--- config.mk ---
export PLATFORM = sky130hd
export DESIGN_NAME = udp_cmd_ctrl
export DESIGN_NICKNAME = d
export VERILOG_FILES = /design/src/rtl/udp_cmd_ctrl.sv
export SDC_FILE = /design/constraint.sdc
export NUM_CORES = 1
export LEC_CHECK = 0
export CAP_MARGIN = 10
export CELL_PAD_IN_SITES_DETAIL_PLACEMENT = 0
export CELL_PAD_IN_SITES_GLOBAL_PLACEMENT = 2
export CORE_ASPECT_RATIO = 0.8
export CORE_MARGIN = 10
export CORE_UTILIZATION = 31
export CTS_CLUSTER_SIZE = 24
export DETAILED_ROUTE_END_ITERATION = 10
export PLACE_DENSITY = 0.87
export SLEW_MARGIN = 15
export SYNTH_ARGS = -nofsm -noshare
export SYNTH_HDL_FRONTEND = slang
export SYNTH_SLANG_ARGS = --single-unit
--- constraint.sdc ---
create_clock -name clk -period 2.2 [get_ports clk]
set_input_delay 0.33 -clock clk [delete_from_list [all_inputs] [get_ports clk]]
set_output_delay 0.33 -clock clk [all_outputs]
set_load 0.01 [all_outputs]
--- src/rtl/udp_cmd_ctrl.sv ---
// UDP command controller: decodes single-byte UDP command packets into
// all-frame / single-channel / continuous transfer requests for the CMOS
// frame sender, and tracks the transfer with a busy flag.
// Optional build macro CMD_TIMEOUT_EN adds a busy watchdog for ALL/SINGLE.
module udp_cmd_ctrl #(
  parameter int unsigned CH_NUM      = 8,
  parameter int unsigned PULSE_LEN   = 4,
  parameter logic [31:0] TIMEOUT_CYC = 32'd125_000_000
) (
  input  logic        clk,
  input  logic        rst,
  input  logic        udp_rec_en,
  input  logic [7:0]  udp_rec_data,
  input  logic [15:0] udp_rec_byte_num,
  input  logic        udp_rec_pkt_done,
  input  logic        frame_transfer_done,
  output logic        transfer_all_frame_flag,
  output logic        transfer_single_frame_flag,
  output logic [3:0]  transfer_cmos_sel,
  output logic        cont_mode,
  output logic        busy,
  output logic        cmd_err
);

  localparam logic [7:0] OP_ALL       = 8'h10;
  localparam logic [7:0] OP_CONT      = 8'h20;
  localparam logic [7:0] OP_STOP      = 8'h21;
  localparam logic [3:0] OP_SINGLE_HI = 4'h8;
  localparam logic [3:0] CH_MAX       = 4'(CH_NUM);
  localparam logic [7:0] PULSE_RELOAD = 8'(PULSE_LEN - 1);

  // Reject out-of-range parameterisations at elaboration
  if (CH_NUM < 1 || CH_NUM > 15 || PULSE_LEN < 1 || PULSE_LEN > 255 ||
      TIMEOUT_CYC == 32'd0) begin : g_param_check
    $error("udp_cmd_ctrl: parameter out of range");
  end

  typedef enum logic [1:0] {
    S_IDLE,
    S_ALL,
    S_SINGLE,
    S_CONT
  } state_e;

  state_e      state_q, state_d;
  logic [7:0]  op_q;
  logic        op_vld_q;
  logic [7:0]  op_c;
  logic        op_vld_c;
  logic [7:0]  pulse_cnt_q;
  logic        all_flag_q, single_flag_q, cont_q, busy_q, err_q;
  logic [3:0]  sel_q, sel_d;
  logic        start_all_d, start_single_d, err_d;
  logic        timeout_c;

  // Opcode seen by the decoder; a byte arriving with pkt_done counts as first
  always_comb begin
    op_c     = op_vld_q ? op_q : udp_rec_data;
    op_vld_c = op_vld_q | udp_rec_en;
  end

  // Latch the first payload byte of each packet. A pkt_done with nothing
  // latched belongs to a packet cut by reset and is dropped silently.
  always_ff @(posedge clk or posedge rst) begin
    if (rst) begin
      op_q     <= 8'd0;
      op_vld_q <= 1'b0;
    end else if (udp_rec_pkt_done) begin
      op_vld_q <= 1'b0;
    end else if (udp_rec_en && !op_vld_q) begin
      op_q     <= udp_rec_data;
      op_vld_q <= 1'b1;
    end
  end

`ifdef CMD_TIMEOUT_EN
  logic [31:0] to_cnt_q;

  // Watchdog: counts cycles spent in ALL/SINGLE, restarts on any state change
  always_ff @(posedge clk or posedge rst) begin
    if (rst) begin
      to_cnt_q <= 32'd0;
    end else if ((state_d != state_q) ||
                 !(state_q == S_ALL || state_q == S_SINGLE)) begin
      to_cnt_q <= 32'd0;
    end else begin
      to_cnt_q <= to_cnt_q + 32'd1;
    end
  end

  assign timeout_c = (state_q == S_ALL || state_q == S_SINGLE) &&
                     (to_cnt_q == TIMEOUT_CYC - 32'd1) && !frame_transfer_done;
`else
  assign timeout_c = 1'b0;
`endif

  // Next state and command decode; an accepted stop overrides everything
  always_comb begin
    state_d        = state_q;
    start_all_d    = 1'b0;
    start_single_d = 1'b0;
    err_d          = 1'b0;
    sel_d          = sel_q;

    if (frame_transfer_done) begin
      case (state_q)
        S_ALL, S_SINGLE: state_d = S_IDLE;
        S_CONT:          start_all_d = 1'b1;
        default:         ;
      endcase
    end

    if (timeout_c) begin
      state_d = S_IDLE;
      err_d   = 1'b1;
    end

    if (udp_rec_pkt_done && op_vld_c) begin
      if (udp_rec_byte_num != 16'd1) begin
        err_d = 1'b1;
      end else if (op_c == OP_STOP) begin
        state_d     = S_IDLE;
        start_all_d = 1'b0;
        err_d       = 1'b0;
      end else if (state_q != S_IDLE) begin
        err_d = 1'b1;
      end else if (op_c == OP_ALL) begin
        state_d     = S_ALL;
        start_all_d = 1'b1;
      end else if (op_c == OP_CONT) begin
        state_d     = S_CONT;
        start_all_d = 1'b1;
      end else if (op_c[7:4] == OP_SINGLE_HI && op_c[3:0] != 4'd0 &&
                   op_c[3:0] <= CH_MAX) begin
        state_d        = S_SINGLE;
        start_single_d = 1'b1;
        sel_d          = op_c[3:0];
      end else begin
        err_d = 1'b1;
      end
    end
  end

  // FSM state and registered outputs; an all-frame pulse always runs to length
  always_ff @(posedge clk or posedge rst) begin
    if (rst) begin
      state_q       <= S_IDLE;
      pulse_cnt_q   <= 8'd0;
      all_flag_q    <= 1'b0;
      single_flag_q <= 1'b0;
      cont_q        <= 1'b0;
      busy_q        <= 1'b0;
      err_q         <= 1'b0;
      sel_q         <= 4'd1;
    end else begin
      state_q       <= state_d;
      single_flag_q <= start_single_d;
      err_q         <= err_d;
      sel_q         <= sel_d;
      cont_q        <= (state_d == S_CONT);
      busy_q        <= (state_d != S_IDLE);
      if (start_all_d) begin
        all_flag_q  <= 1'b1;
        pulse_cnt_q <= PULSE_RELOAD;
      end else if (pulse_cnt_q != 8'd0) begin
        pulse_cnt_q <= pulse_cnt_q - 8'd1;
      end else begin
        all_flag_q  <= 1'b0;
      end
    end
  end

  assign transfer_all_frame_flag    = all_flag_q;
  assign transfer_single_frame_flag = single_flag_q;
  assign transfer_cmos_sel          = sel_q;
  assign cont_mode                  = cont_q;
  assign busy                       = busy_q;
  assign cmd_err                    = err_q;

endmodule

==> results by group <==
GRT
  – Tot GR Track Use: 9.47%
  – Global routing usage on met2: 15.0%
  – Initial antenna violation count: 0
  – GRT met3 Usage: 1.41%
  – First-pass GRT wire length: 6320 µm
  – Global route hottest layer: met2
  – GR Util met1: 12.6%
  – Vias in the first global route: 1241
  – Largest net degree at the start of global routing: 29
  – Grt total ovfl: 0

STA
  – Final Hold Vio Count: 0
  – WHS: 0.403 ns
  – Minimum clock period: 1.96 ns
  – Tcrit/Tclk final: 89.3%
  – Slew of the pin with the lowest slew margin: 0.531 ns
  – Final Worst Setup Slack: 0.235 ns
  – RSZ-0062 raised after global routing: false
  – Slew Limit Fails: 0
  – Setup Skew: 0.00202 ns
  – # setup viols final: 0
  – Setup TNS: 0 ns
  – F_max: 0.509 GHz
  – Max_slew headroom: 64.4%

Final layout
  – Multi-input gate area: 761 µm²
  – Register area: 702 µm²
  – Area grow syn2layout: 39.4%
  – Fillers: 448
  – Commonest non-fill, non-tap cell in the layout: clkdlybuf4s50_1
  – Most frequent cells in the layout: clkdlybuf4s50_1, dfrtp_1, buf_4
  – Post-Layout Inst Area: 2120 µm²
  – Ant diodes: 0
  – Fraction of layout cells with a size suffix above 1: 21.2%
  – Nets: 221

Floorplan
  – Initial core utilization: 32.5%
  – Placement Rows: 22
  – Die area: 8130 µm²
  – Core Area: 4680 µm²
  – Width of the die: 98.4 µm
  – Die outline height: 82.7 µm
  – I/O pin count: 38

Yosys
  – Library cells used by synthesis: 47
  – Post-synth EDFFs: 0
  – Main synth FF type: dfrtp_1
  – Synth area leader: dfrtp_1
  – Synth top area share: 44.4%
  – Avg Inst Size Synth: 11.2 µm²
  – Ranking of synthesized cells by area: dfrtp_1, mux2_2, nor4_2
  – Async SR Flop Fraction: 100%
  – Sequential-to-total area share from yosys stat: 46.1%
  – Cells after Synth: 136
  – Yosys Warn Count: 0
  – Mapped cell area: 1520 µm²
  – Yosys reg bits: 28
  – Syn nets: 167

Worst setup path
  – Critical Path Start: op_vld_q
  – Crit Path Class: reg2reg
  – Max FO, Critical Path: 7
  – CP startpoint kind: flop
  – Critical path arrival: 2.14 ns
  – Worst Setup End Kind: flop
  – Worst path required time: 2.38 ns
  – Worst-path cell chain: nor4b_1, o21bai_1, a21oi_1, a21oi_1, nor3_1
  – Slowest CP cell: dfrtp_1
  – Most common cell on crit path: a21oi_1
  – CP max stage delay: 0.51 ns
  – Reg-to-Reg Start: op_vld_q

Clocking
  – Hold buffer count at cts: 0
  – Postcts setup bufs: 0
  – CTS H-tree depth: 1
  – Post-cts sizing count: 0
  – CTS Buf Count: 3
  – CTS tree: done
  – Root Buffer: clkbuf_8
  – Longest Clk Path Bufs: 2
  – Worst-skew pair later-pin latency: 0.27 ns
  – Clock-pin slew of the registers on the worst-case setup and hold paths: 0.10 ns
  – Sink Count: 28

Placement
  – GP Congestion: 0.809
  – Pre-CTS setup slack: -0.0767 ns
  – Port-buffer cells: 37
  – Placed inst area: 2050 µm²
  – Detailed Place HPWL: 3060 µm

Detailed routing
  – Via count: 1241
  – DR iter-0 viols: 79
  – DRT Wirelength: 3810 µm
  – Post-DR vias/cell: 4.98
  – Routed len/inst: 15.3 µm
  – TritonRoute pass-1 iters: 4
  – DRT antenna net count: 0
  – Drc violations: 0

Power
  – Sw Pwr: 0.476 mW
  – Clock Power Share: 25.7%
  – Power per Cell Area: 752 nW/µm²
  – Leak: 0.889 nW
  – Comb power frac: 28.9%
  – Worst IR Drop VDD: 0.304 mV
  – Internal power: 1.12 mW
  – Sw Share: 29.8%
  – Flop pwr share: 45.4%

Min path
  – Hold/Removal Path Class: in2async

Flow run
  – Max-capacitance violation count: 0

Status
  – Status: finished, final reports clean
==> flip-flops by register name, summed over array words and instances, names as in the netlist <==
| register | count |
|---|---|
| transfer_all_frame_flag | 1 |
| cmd_err | 1 |
| busy | 1 |
| state_q | 2 |
| op_vld_q | 1 |
| cont_mode | 1 |
| transfer_cmos_sel | 4 |
| op_q | 8 |
| pulse_cnt_q | 8 |
| transfer_single_frame_flag | 1 |
==> worst paths after layout <==
| kind | to | slack, ns | cells after the start |
|---|---|---|---|
| max | cont_mode | 0.24 | 5 |
| max in group asynchronous | transfer_cmos_sel[0] | 1.50 | 3 |
| max reg2reg | cont_mode | 0.24 | 5 |
| min | pulse_cnt_q[3] | 0.40 | 3 |
| min in group clk | transfer_all_frame_flag | 0.52 | 1 |
| min reg2reg | transfer_all_frame_flag | 0.52 | 1 |
==> worst max-delay path: cells and delay by family (launching register included) <==
| kind | cells | cell delay (ns) |
|---|---|---|
| simple gates | 2 | 0.70 |
| compound gates | 3 | 0.65 |
| flops | 1 | 0.51 |
==> synth_stat cells (2+ instances only) <==
cell and n:
xnor2_1 4, nor4_1 3, nor4b_1 3, o21bai_1 2
a21oi_1 7, xor2_1 2, o21ai_0 3, ha_1 2
nor3b_1 2, mux2_2 8, buf_6 2, nor2_1 13
or4_1 2, o22ai_1 3, inv_1 8, nand2_1 2
a31oi_1 3, mux2i_1 4, nand2b_1 3, nor4_2 4
dfrtp_1 27, nor3_1 4
==> logic make-up after synthesis <==
kind of cell,count (synthesis),share of synthesized area (%)
flip-flops,28,46.1
multiplexers,14,10.3
AO/OA/AOI/OAI,29,13.5
AND/OR/NAND/NOR,46,21.1
XOR/XNOR,6,3.45
buffers and inverters,11,3.94
adder cells (fa/ha/maj),2,1.64
==> cell type report <==
type / count / share of cell area [%]
Timing Repair Buffer: 52 / 22.8
Clock buffer: 3 / 1.95
Sequential cell: 28 / 33.1
Inverter: 8 / 1.42
Clock inverter: 1 / 1.42
Tap cell: 60 / 3.54
Multi-Input combinational cell: 97 / 35.8
==> per-stage QoR <==
stage / cells / power (mW) / utilization, %
floorplan: 136 / 1.01 / -
global placement: 245 / 1.18 / 43.8
detailed placement: 245 / 1.19 / 43.8
CTS: 249 / 1.61 / 45.3
global route: 249 / 1.69 / 45.3
finish: 249 / 1.60 / 45.3
==> power groups by stage <==
stage / Clock, mW / Combinational (mW) / Sequential [mW]
6_report: 0.410 / 0.462 / 0.724
5_1_grt: 0.445 / 0.509 / 0.739
4_1_cts: 0.420 / 0.464 / 0.723
3_5_place_dp: 0 / 0.459 / 0.732
3_3_place_gp: 0 / 0.448 / 0.728
2_1_floorplan: 0 / 0.299 / 0.714
==> routing by layer <==
layer / up-vias / share of wire [%]
met5: - / 0
met4: 0 / 1.1
met3: 2 / 3.2
met2: 31 / 44
met1: 599 / 52
li1: 609 / -
No activity file was read; power rests on OpenSTA's default activity.
